--- config.mk ---
export PLATFORM = sky130hd
export DESIGN_NAME = cache_write_buffer
export DESIGN_NICKNAME = d
export VERILOG_FILES = /design/src/rtl/cache_write_buffer.sv
export SDC_FILE = /design/constraint.sdc
export NUM_CORES = 1
export LEC_CHECK = 0
export ABC_AREA = 1
export ABC_CLOCK_PERIOD_IN_PS = 5900
export CAP_MARGIN = 40
export CORE_MARGIN = 2
export CORE_UTILIZATION = 55
export DETAILED_ROUTE_END_ITERATION = 10
export MAX_ROUTING_LAYER = met4
export PLACE_DENSITY = 0.79
export SYNTH_ARGS = -nofsm -noshare
export SYNTH_HDL_FRONTEND = slang
export SYNTH_SLANG_ARGS = --single-unit
--- constraint.sdc ---
create_clock -name clk_i -period 5.9 [get_ports clk_i]
set_input_delay 1.475 -clock clk_i [delete_from_list [all_inputs] [get_ports clk_i]]
set_output_delay 1.475 -clock clk_i [all_outputs]
set_load 0.05 [all_outputs]
--- src/rtl/cache_write_buffer.sv ---
// cache_write_buffer
//
// Posted-write buffer between the cache memory-side port and the external
// memory bus. Cache writes are absorbed into a small FIFO and drained to
// memory in the background. Cache reads are answered from the FIFO when an
// entry holds the requested address; otherwise a memory read is issued
// that overtakes the buffered writes.
//
// Ports:
//   clk_i, rst_i          clock (rising edge) and async active-high reset
//   cache_valid_i         cache request, held until cache_ready_o
//   cache_ready_o         request completes this cycle
//   cache_we_i            1 = write, 0 = read
//   cache_adr_i           request word address
//   cache_wdata_i         write data
//   cache_rdata_o         read data, valid with cache_ready_o on a read
//   mem_req_o/mem_gnt_i   memory request handshake
//   mem_we_o              memory write
//   mem_adr_o             memory address
//   mem_wdata_o           memory write data
//   mem_rvalid_i          memory read data valid
//   mem_rdata_i           memory read data
//   wb_empty_o            nothing buffered and no memory transaction active

module cache_write_buffer #(
    parameter int DATA_WIDTH = 32,
    parameter int ADDR_WIDTH = 16,
    parameter int DEPTH      = 4
) (
    input  logic                  clk_i,
    input  logic                  rst_i,
    input  logic                  cache_valid_i,
    output logic                  cache_ready_o,
    input  logic                  cache_we_i,
    input  logic [ADDR_WIDTH-1:0] cache_adr_i,
    input  logic [DATA_WIDTH-1:0] cache_wdata_i,
    output logic [DATA_WIDTH-1:0] cache_rdata_o,
    output logic                  mem_req_o,
    input  logic                  mem_gnt_i,
    output logic                  mem_we_o,
    output logic [ADDR_WIDTH-1:0] mem_adr_o,
    output logic [DATA_WIDTH-1:0] mem_wdata_o,
    input  logic                  mem_rvalid_i,
    input  logic [DATA_WIDTH-1:0] mem_rdata_i,
    output logic                  wb_empty_o
);

    localparam int PTR_W = $clog2(DEPTH);
    localparam int CNT_W = PTR_W + 1;

    typedef enum logic [2:0] {IDLE, WR_REQ, RD_REQ, RD_WAIT, RD_RESP} state_t;

    state_t state_q, state_d;

    logic [ADDR_WIDTH-1:0] fifo_adr_q  [DEPTH];
    logic [DATA_WIDTH-1:0] fifo_data_q [DEPTH];
    logic [PTR_W-1:0]      head_q, tail_q;
    logic [CNT_W-1:0]      count_q;

    logic [ADDR_WIDTH-1:0] req_adr_q;
    logic [DATA_WIDTH-1:0] req_data_q;
    logic [DATA_WIDTH-1:0] rdata_q;

    logic                  hit;
    logic [DATA_WIDTH-1:0] hit_data;
    logic                  rd_hit, rd_miss, push, pop;

    // Search every live entry from oldest to youngest so the last match,
    // i.e. the youngest write to that address, is the one forwarded.
    always_comb begin
        logic [PTR_W-1:0] idx;
        hit      = 1'b0;
        hit_data = '0;
        idx      = '0;
        for (int k = 0; k < DEPTH; k++) begin
            idx = head_q + PTR_W'(k);
            if ((CNT_W'(k) < count_q) && (fifo_adr_q[idx] == cache_adr_i)) begin
                hit      = 1'b1;
                hit_data = fifo_data_q[idx];
            end
        end
    end

    assign rd_hit  = cache_valid_i & ~cache_we_i & hit;
    assign rd_miss = cache_valid_i & ~cache_we_i & ~hit;
    assign push    = cache_valid_i & cache_we_i & (count_q < CNT_W'(DEPTH));
    assign pop     = (state_q == WR_REQ) & mem_gnt_i;

    // FIFO storage carries no reset; only entries below count are ever read.
    always_ff @(posedge clk_i) begin
        if (push) begin
            fifo_adr_q[tail_q]  <= cache_adr_i;
            fifo_data_q[tail_q] <= cache_wdata_i;
        end
    end

    // Pointers and occupancy; a simultaneous push and pop leaves count alone.
    always_ff @(posedge clk_i or posedge rst_i) begin
        if (rst_i) begin
            head_q  <= '0;
            tail_q  <= '0;
            count_q <= '0;
        end else begin
            if (push) tail_q <= tail_q + 1'b1;
            if (pop)  head_q <= head_q + 1'b1;
            if (push && !pop)
                count_q <= count_q + 1'b1;
            else if (!push && pop)
                count_q <= count_q - 1'b1;
        end
    end

    // Memory request operands are captured when leaving IDLE so they stay
    // stable for the whole request, whatever happens on the cache side.
    always_ff @(posedge clk_i or posedge rst_i) begin
        if (rst_i) begin
            req_adr_q  <= '0;
            req_data_q <= '0;
            rdata_q    <= '0;
        end else begin
            if (state_q == IDLE) begin
                if (rd_miss) begin
                    req_adr_q  <= cache_adr_i;
                    req_data_q <= '0;
                end else if (count_q != '0) begin
                    req_adr_q  <= fifo_adr_q[head_q];
                    req_data_q <= fifo_data_q[head_q];
                end
            end
            if (state_q == RD_WAIT && mem_rvalid_i)
                rdata_q <= mem_rdata_i;
        end
    end

    always_ff @(posedge clk_i or posedge rst_i) begin
        if (rst_i) state_q <= IDLE;
        else       state_q <= state_d;
    end

    // A pending read miss wins over draining so reads are not stuck behind
    // a full buffer of writes.
    always_comb begin
        state_d = state_q;
        case (state_q)
            IDLE: begin
                if (rd_miss)             state_d = RD_REQ;
                else if (count_q != '0)  state_d = WR_REQ;
            end
            WR_REQ:  if (mem_gnt_i)    state_d = IDLE;
            RD_REQ:  if (mem_gnt_i)    state_d = RD_WAIT;
            RD_WAIT: if (mem_rvalid_i) state_d = RD_RESP;
            RD_RESP: state_d = IDLE;
            default: state_d = IDLE;
        endcase
    end

    always_comb begin
        mem_req_o     = (state_q == WR_REQ) || (state_q == RD_REQ);
        mem_we_o      = (state_q == WR_REQ);
        mem_adr_o     = mem_req_o ? req_adr_q : '0;
        mem_wdata_o   = mem_we_o ? req_data_q : '0;
        cache_ready_o = push | rd_hit | (state_q == RD_RESP);
        if (state_q == RD_RESP)
            cache_rdata_o = rdata_q;
        else if (rd_hit)
            cache_rdata_o = hit_data;
        else
            cache_rdata_o = '0;
        wb_empty_o    = (count_q == '0) && (state_q == IDLE);
    end

endmodule

==> run metrics, run 1 <==
via count 17900; largest net degree at the start of global routing 109; crit end category output pin; vias in the first global route 16800; Cell Count, Final, Fillers Out 3232; Critical R2R Launch head_q[1]; core box area 32500 um^2; Worst EP required 4.43 ns; Synth Net Count 2753; HP Start req_data_q[6]; TritonCTS buffer count 31; share of the synthesized area in the top cell type 0.319; Total Wirelength 57000 um; Pleak 10.5 nW; Hold EP req_data_q[6]; Final HPWL DP 39100 um; cells on worst reg2reg path 18; final count of hold timing violations 0; # IOs 170; detailed-route DRC error count 0; max cap viols 0; Least-Margin Pin Slew 0.939 ns; Detail Route Antenna Nets 0; filler cell count in the final layout 2755; Slew headroom 0.374; Hold Buf Count CTS 0; Max Slew Vio Count 0; most common cell after layout, fill and taps aside nand2_1; Overall Global Routing Usage 0.345; internal power 5.53 mW; fin crit share 0.975; worst skew pair latency 0.59 ns; Horiz. Die Dim 185 um; Clock Skew 0.0196 ns; Syn Inst Count 2658; gr ovfl total 0; cell area after technology mapping 18100 um^2; DR iter-0 viols 1762; die area 34300 um^2; TritonRoute pass-1 iters 6; r2r setup slk 1.62 ns; DR vias/cell 5.55; Synth Warn # 0; Die Ht 185 um; P per Cell Area 487 nW/um^2; sw frac 0.477; clock power share 0.209; Hold Slack 0.471 ns; clk slew on worst S/H paths 0.06 ns; status complete, no violations; Max Freq 0.174 GHz; logic gate share of total power 0.530; startpoint types primary input; # setup viols final 0; first-pass GRT wire length 89500 um; number of port buffers 169; P&R area growth vs syn 20.1%; initial antenna violation count 1; largest area contributor in the netlist edfxtp_1; sequential fraction of design power 0.261; unrepaired setup endpoints after global routing yes; worst vdd ir 0.444 mV; crit path time final 5.75 ns; Routed wire per std cell 17.6 um; hold-critical path depth 2; Placer Congestion 1.03; reg2reg end req_data_q[29]; Critical Path Fanout Max 23; CTS root buf clkbuf_16; DP Cell Count 3173; commonest cells after routing, fill and taps aside nand2_1, inv_1, o21ai_0, nand3_1, nor2_1; H-tree levels 1; share of cells above drive strength 1 0.0667; Synth area leaders edfxtp_1, nand2_1, dfrtp_1, o21ai_0, nand3_1; TritonCTS clock tree built; post-synthesis sequential area ratio 0.444; Arr. time, crit path 4.28 ns; #FFs+latches synth 282; site row count 66; Yosys cell types 36; clk sinks 282; Initial Utilization 0.557; Worst Setup Path Type primary input to output pin; Psw 5.03 mW; clk buf depth 3; Final nets 2859; syn_area_per_cell 6.80 um^2; worst hold path type flip-flop to flip-flop
[worst max-delay path, stage by stage]
cell	delay (ns)
clkdlybuf4s50_1	0.66
inv_1	0.14
nand3_1	0.13
nand2_1	0.11
nor2_1	0.15
nand2_1	0.07
nor2_1	0.15
inv_1	0.07
nor2_2	0.29
buf_12	0.24
nand3_1	0.13
nand2_1	0.09
nand2_1	0.06
nand2_1	0.16
nand2_1	0.07
nand2_1	0.11
buf_12	0.15
[Yosys cell counts (all sizes together)]
master	instances
o21ai	264
o22ai	1
nand3b	1
clkinv	1
a31oi	1
mux2i	2
nand3	228
clkbuf	78
nor2	223
o211ai	1
buf	64
nor3	2
nand4	8
a211oi	1
nor3b	1
xnor2	1
edfxtp	192
inv	244
a21oi	33
or2	32
xor2	9
dfrtp	90
nand2	1172
ha	9
[state kept, by name (all words and copies together) (netlist names)]
signal and count:
head_q 2, fifo_data_q 128, req_data_q 32, req_adr_q 16, rdata_q 32, fifo_adr_q 64
count_q 3, state_q 3, tail_q 2
[kinds of logic after synthesis]
logic type	share of synthesized area
buf+inv	0.0885
flops	0.444
fa+ha+maj	0.00623
mux	0.00111
compound gates	0.0844
simple gates	0.371
xor+xnor	0.00485
[final cells by class]
| class | count | area (um^2) | share of cell area |
|---|---|---|---|
| antenna | 1 | 2.50 | 0.000115 |
| clock buffer | 39 | 846 | 0.0390 |
| clock inverter | 19 | 327 | 0.0151 |
| inverter | 245 | 937 | 0.0432 |
| multi-input combinational | 1989 | 8500 | 0.392 |
| sequential | 282 | 8020 | 0.370 |
| tap | 442 | 553 | 0.0255 |
| timing repair buffer | 215 | 2500 | 0.115 |
[worst max path at each step]
stage	start	to	slack, ns
4_1_cts	head_q[0]	cache_rdata_o[12]	0.02
6_report	cache_adr_i[8]	cache_rdata_o[29]	0.15
3_3_place_gp	cache_adr_i[2]	cache_rdata_o[29]	0.20
5_1_grt	head_q[0]	cache_rdata_o[29]	-0.003
3_5_place_dp	cache_adr_i[8]	cache_rdata_o[29]	0.22
2_1_floorplan	state_q[1]	mem_adr_o[10]	0.90
[repair_timing]
action                                  CTS  global route
gates resized for setup                   0             6
buffers inserted                          0             0
endpoints found under the setup margin    0            32
[per-stage QoR]
stage          setup slack (ns)  total power, mW  instance area (um^2)  setup TNS, ns  utilization
2_1_floorplan             0.902             6.81                 18100              0            -
6_report                  0.146             10.6                 21700              0        0.668
4_1_cts                  0.0179             10.5                 21700              0        0.667
5_1_grt                -0.00320             11.3                 21700       -0.00320        0.668
3_3_place_gp              0.203             8.08                 20400              0        0.630
3_5_place_dp              0.222             8.26                 20500              0        0.631
[routing by layer]
layer / vias to the layer above / global-route usage / routed length, um
li1: 8614 / - / -
met1: 8280 / 0.448 / 23300
met2: 900 / 0.554 / 26600
met3: 155 / 0.0423 / 4840
met4: 0 / 0.131 / 2230
met5: - / - / 0
[power by group through the flow]
stage	clock (mW)	combinational, mW	sequential [mW]
6_report	2.20	5.60	2.76
3_5_place_dp	0	5.48	2.78
4_1_cts	2.22	5.51	2.75
2_1_floorplan	0	4.11	2.70
5_1_grt	2.30	6.24	2.80
3_3_place_gp	0	5.31	2.77
No activity file was read; power rests on OpenSTA's default activity.
==> inputs of run 2 (changes only) <==
--- a/config.mk
+++ b/config.mk
@@ -13,6 +13,7 @@
 export DETAILED_ROUTE_END_ITERATION = 10
 export MAX_ROUTING_LAYER = met4
 export PLACE_DENSITY = 0.79
+export RECOVER_POWER = 25
 export SYNTH_ARGS = -nofsm -noshare
 export SYNTH_HDL_FRONTEND = slang
 export SYNTH_SLANG_ARGS = --single-unit
==> run metrics, run 2 (synthesis gave the netlist of run 1 again) <==
status complete, no violations; first-pass GRT wire length 89500 um (unchanged); Max Slew Vio Count 0 (unchanged); clk slew on worst S/H paths 0.06 ns (about the same); largest net degree at the start of global routing 109 (unchanged); fin crit share 0.978 (+0.00285); most frequent CP cell nand2_1; clock power share 0.209 (about the same); CTS root buf clkbuf_16; Die Ht 185 um (unchanged); crit path time final 5.77 ns (+0.0168 ns); post-CTS setup buffers 0 (unchanged); Detail Route Antenna Nets 0 (unchanged); Crit. path cell count 17 (unchanged); cts repair resizes 0 (unchanged); Setup crit end cache_rdata_o[29]; commonest cells after routing, fill and taps aside nand2_1, inv_1, o21ai_0, nand3_1, nor2_1; gr ovfl total 0 (unchanged); register name with the most flops fifo_data_q; filler cell count in the final layout 2758 (+0.11%); Clock Skew 0.0214 ns (+0.00187 ns); Routed wire per std cell 17.6 um (-0.43%); top flop regs fifo_data_q x128, fifo_adr_q x64; die area 34300 um^2 (unchanged); Pleak 10.5 nW (about the same); Placer Congestion 1.03 (unchanged); TritonRoute pass-1 iters 7 (+1); Overall Global Routing Usage 0.345 (unchanged); worst slack, placed 0.222 ns (unchanged); crit end category output pin; Final HPWL DP 39100 um (unchanged); Max Freq 0.173 GHz (-0.29%); H-tree levels 1 (unchanged); Slew headroom 0.368 (-0.00596); vias in the first global route 16800 (unchanged); detailed-route DRC error count 0 (unchanged); max reg flops 128 (unchanged); WP buf/inv 5 (unchanged); clk sinks 282 (unchanged); Least-Margin Pin Slew 0.948 ns (+0.00894 ns); unrepaired setup endpoints after global routing yes; Arr. time, crit path 4.30 ns (+0.02 ns); clk buf depth 3 (unchanged); cells on worst reg2reg path 18 (unchanged); logic gate share of total power 0.529 (about the same); Worst path top cell family by delay simple AND/OR/NAND/NOR gates; internal power 5.52 mW (about the same); TritonCTS buffer count 31 (unchanged); Horiz. Die Dim 185 um (unchanged); setup_tns 0 ns (unchanged); Total Wirelength 56900 um (-0.24%); final count of hold timing violations 0 (unchanged); sw frac 0.477 (about the same); sequential fraction of design power 0.262 (about the same); P per Cell Area 486 nW/um^2 (-0.14%); Setup WS post-layout 0.129 ns (-0.0168 ns); Critical Path Fanout Max 23 (unchanged); critical-path cell list clkdlybuf4s50_1 > inv_1 > nand3_1 > nand2_1 > nor2_1 > nand2_1 > nor2_1 > inv_1 > nor2_2 > buf_12 > nand3_1 > nand2_1 > nand2_1 > nand2_1 > nand2_1 > nand2_1 > buf_12; share of cells above drive strength 1 0.0667 (unchanged); slowest CP cell clkdlybuf4s50_1; Initial Utilization 0.557 (unchanged); # IOs 170 (unchanged); slowest cell delay on critical path 0.67 ns (about the same); site row count 66 (unchanged); worst vdd ir 0.441 mV (-0.67%); origin of the worst setup path cache_adr_i[8]; most common cell after layout, fill and taps aside nand2_1; P&R area growth vs syn 20.1% (about the same); reg2reg end req_data_q[29]; TritonCTS clock tree built; Critical R2R Launch head_q[0]; via count 17900 (-0.0056%); Final nets 2859 (unchanged); DR vias/cell 5.54 (-0.19%); DR iter-0 viols 1808 (+2.6%); Worst EP required 4.43 ns (about the same); worst hold path type flip-flop to flip-flop; number of port buffers 169 (unchanged); Hold Buf Count CTS 0 (unchanged); initial antenna violation count 7 (+6); hold-critical path depth 2 (unchanged); worst skew pair latency 0.59 ns (about the same); Worst Setup Path Type primary input to output pin; Psw 5.03 mW (about the same); max cap viols 0 (unchanged); r2r setup slk 1.67 ns (+0.05 ns); startpoint types primary input; # setup viols final 0 (unchanged); core box area 32500 um^2 (unchanged)
-- run 2: cell count changes in the layout (fill, tap and decap cells not counted), sizes merged --
cell / before / now
clkdlybuf4s50: 136 / 103
clkinvlp: 1 / 2
diode: 1 / 7
dlygate4sd3: 0 / 33
inv: 244 / 243
-- run 2: area by class of cell --
type	instances	area (um^2)	area share
Antenna cell	7	17.5	0.000807
Clock buffer	39	846	0.0390
Clock inverter	19	327	0.0150
Inverter	245	936	0.0431
Multi-Input combinational cell	1989	8500	0.392
Sequential cell	282	8020	0.370
Tap cell	442	553	0.0255
Timing Repair Buffer	215	2500	0.115
-- run 2: power groups by stage --
| stage | logic [mW] | registers [mW] | clock network, mW |
|---|---|---|---|
| 6_report | 5.59 | 2.76 | 2.21 |
| 5_1_grt | 6.23 | 2.80 | 2.30 |
| 4_1_cts | 5.51 | 2.75 | 2.22 |
| 3_5_place_dp | 5.48 | 2.78 | 0 |
| 3_3_place_gp | 5.31 | 2.77 | 0 |
| 2_1_floorplan | 4.11 | 2.70 | 0 |
-- run 2: per-layer routing --
| layer | global-route usage | wire (um) | up-vias |
|---|---|---|---|
| li1 | - | - | 8626 |
| met1 | 0.448 | 23000 | 8268 |
| met2 | 0.554 | 26600 | 900 |
| met3 | 0.0423 | 5070 | 154 |
| met4 | 0.131 | 2270 | 0 |
| met5 | - | 0 | - |
-- run 2: stage by stage --
stage	cell area, um^2	total power, mW	std cells	hold slack, ns	util
floorplan	18100	6.81	2658	0.442	-
global placement	20400	8.08	3171	0.457	0.630
detailed placement	20500	8.26	3173	0.459	0.631
CTS	21700	10.5	3231	0.475	0.667
global route	21700	11.3	3238	0.495	0.669
finish	21700	10.6	3238	0.472	0.669
-- run 2: worst min-delay path by stage --
stage,start,end
after floorplan,req_data_q[0],req_data_q[0]
after global placement,req_data_q[7],req_data_q[7]
after detailed placement,req_data_q[25],req_data_q[25]
after CTS,req_data_q[25],req_data_q[25]
after global routing,rdata_q[29],rdata_q[29]
final,req_data_q[6],req_data_q[6]
-- run 2: tightest hold or removal path: stages, from the launching register on --
cell     delay, ns
dfrtp_1       0.34
nand2_1       0.06
nand2_1       0.05
==> inputs of run 3 (changes only) <==
--- a/config.mk
+++ b/config.mk
@@ -8,7 +8,7 @@
 export ABC_AREA = 1
 export ABC_CLOCK_PERIOD_IN_PS = 5900
 export CAP_MARGIN = 40
-export CORE_MARGIN = 2
+export CORE_MARGIN = 5
 export CORE_UTILIZATION = 55
 export DETAILED_ROUTE_END_ITERATION = 10
 export MAX_ROUTING_LAYER = met4
==> run metrics, run 3 (synthesis gave the netlist of run 1 again) <==
final count of hold timing violations 0 (unchanged); crit path time final 5.63 ns (-0.142 ns); fin crit share 0.954 (-0.0240); site row count 66 (unchanged); Critical R2R Launch head_q[0]; cells on worst reg2reg path 19 (+1); DR iter-0 viols 1810 (+0.11%); core box area 32500 um^2 (unchanged); clk slew on worst S/H paths 0.05 ns (about the same); HP Start req_data_q[3]; max reg flops 128 (unchanged); # IOs 170 (unchanged); cts repair resizes 0 (unchanged); clk sinks 282 (unchanged); top flop regs fifo_data_q x128, fifo_adr_q x64; crit end category output pin; clk buf depth 3 (unchanged); setup_tns 0 ns (unchanged); largest net degree at the start of global routing 142 (+30%); share of cells above drive strength 1 0.0652 (-0.00148); Crit. path cell count 16 (-1); Horiz. Die Dim 191 um (+3.2%); Worst EP required 4.43 ns (about the same); Final HPWL DP 40800 um (+4.4%); vias in the first global route 17200 (+2.6%); placed cell areas 20500 um^2 (about the same); Total Wirelength 57700 um (+1.5%); Worst Setup Path Type primary input to output pin; Placer Congestion 1.04 (+1.7%); detailed-route DRC error count 0 (unchanged); Cell Count, Final, Fillers Out 3241 (+0.093%); worst vdd ir 0.291 mV (-34%); WP buf/inv 4 (-1); Routed wire per std cell 17.8 um (+1.4%); post-route design area 21600 um^2 (-0.40%); Hold Slack 0.472 ns (+0.000603 ns); Overall Power 10.5 mW (-0.65%); worst skew pair latency 0.54 ns (-0.05 ns); post-CTS setup buffers 0 (unchanged); Initial Utilization 0.557 (unchanged); # setup viols final 0 (unchanged); P per Cell Area 485 nW/um^2 (-0.25%); Hold Buf Count CTS 0 (unchanged); critical-path cell list dlygate4sd3_1 > clkbuf_1 > nand3_1 > nand2_1 > nor2_1 > nand2_1 > nor2_1 > nand3_2 > buf_4 > nand3_1 > o21ai_1 > nand2_1 > nand2_1 > nand2_1 > nand2_1 > buf_12; Die Ht 191 um (+3.2%); register name with the most flops fifo_data_q; Detail Route Antenna Nets 0 (unchanged); worst slack, placed 0.342 ns (+0.120 ns); most common cell after layout, fill and taps aside nand2_1; max cap viols 0 (unchanged); filler cell count in the final layout 2793 (+1.3%); die area 36600 um^2 (+6.6%); Overall Global Routing Usage 0.325 (-0.0193); Max Slew Vio Count 0 (unchanged); Least-Margin Pin Slew 0.854 ns (-0.0937 ns); H-tree levels 2 (+1); Pleak 10.4 nW (-0.63%); CTS root buf clkbuf_16; Critical Path Fanout Max 35 (+52%); TritonCTS clock tree built; Final nets 2860 (+0.035%); Setup WS post-layout 0.271 ns (+0.142 ns); register area 8020 um^2 (unchanged); via count 17900 (-0.12%); first-pass GRT wire length 91500 um (+2.3%); DP Cell Count 3171 (-0.063%); commonest cells after routing, fill and taps aside nand2_1, inv_1, o21ai_0, nand3_1, nor2_1; DR vias/cell 5.53 (-0.22%); Clock Skew 0.0281 ns (+0.00668 ns); TritonCTS buffer count 34 (+9.7%); worst hold path type flip-flop to flip-flop; Slew headroom 0.431 (+0.0625); Max Freq 0.178 GHz (+2.5%); gr ovfl total 0 (unchanged); initial antenna violation count 8 (+1); slowest cell delay on critical path 0.57 ns (-0.10 ns); area of the multi-input gates 8500 um^2 (about the same); number of port buffers 169 (unchanged); origin of the worst setup path cache_adr_i[15]; startpoint types primary input; Core Util, Final 0.666 (-0.00266); Arr. time, crit path 4.15 ns (-0.15 ns); slowest CP cell dlygate4sd3_1; TritonRoute pass-1 iters 8 (+1); status complete, no violations; hold-critical path depth 2 (unchanged); unrepaired setup endpoints after global routing no; Worst path top cell family by delay buffers and inverters; most frequent CP cell nand2_1; P&R area growth vs syn 19.7%
[run 3: final timing paths]
| check | slack [ns] | endpoint |
|---|---|---|
| max in group asynchronous | 3.28 | rdata_q[29] |
| worst max register to register | 1.72 | req_data_q[22] |
| min in group asynchronous | 1.47 | state_q[1] |
| worst min register to register | 0.47 | req_data_q[3] |
| worst min-delay path | 0.47 | req_data_q[3] |
| worst max-delay path | 0.27 | cache_rdata_o[18] |
[run 3: cell type report]
class | instances | share of cell area
multi-input combinational | 1989 | 0.393
sequential | 282 | 0.371
timing repair buffer | 213 | 0.114
clock buffer | 46 | 0.0447
inverter | 245 | 0.0428
tap | 442 | 0.0256
clock inverter | 16 | 0.00747
antenna | 8 | 0.000926
[run 3: worst min-delay path, stage by stage, from the launching register on]
cell and delay [ns]:
dfrtp_1 0.34, nand2_1 0.05, nand2_1 0.04
[run 3: routing by layer]
| layer | global-route usage | share of wire | up-vias |
|---|---|---|---|
| li1 | - | - | 8632 |
| met1 | 0.419 | 0.41 | 8239 |
| met2 | 0.534 | 0.48 | 900 |
| met3 | 0.0488 | 0.086 | 155 |
| met4 | 0.105 | 0.033 | 0 |
| met5 | - | 0 | - |
[run 3: power by group]
group          switching, mW  internal [mW]
clock network          0.840           1.25
registers              0.234           2.52
logic                   4.00           1.65
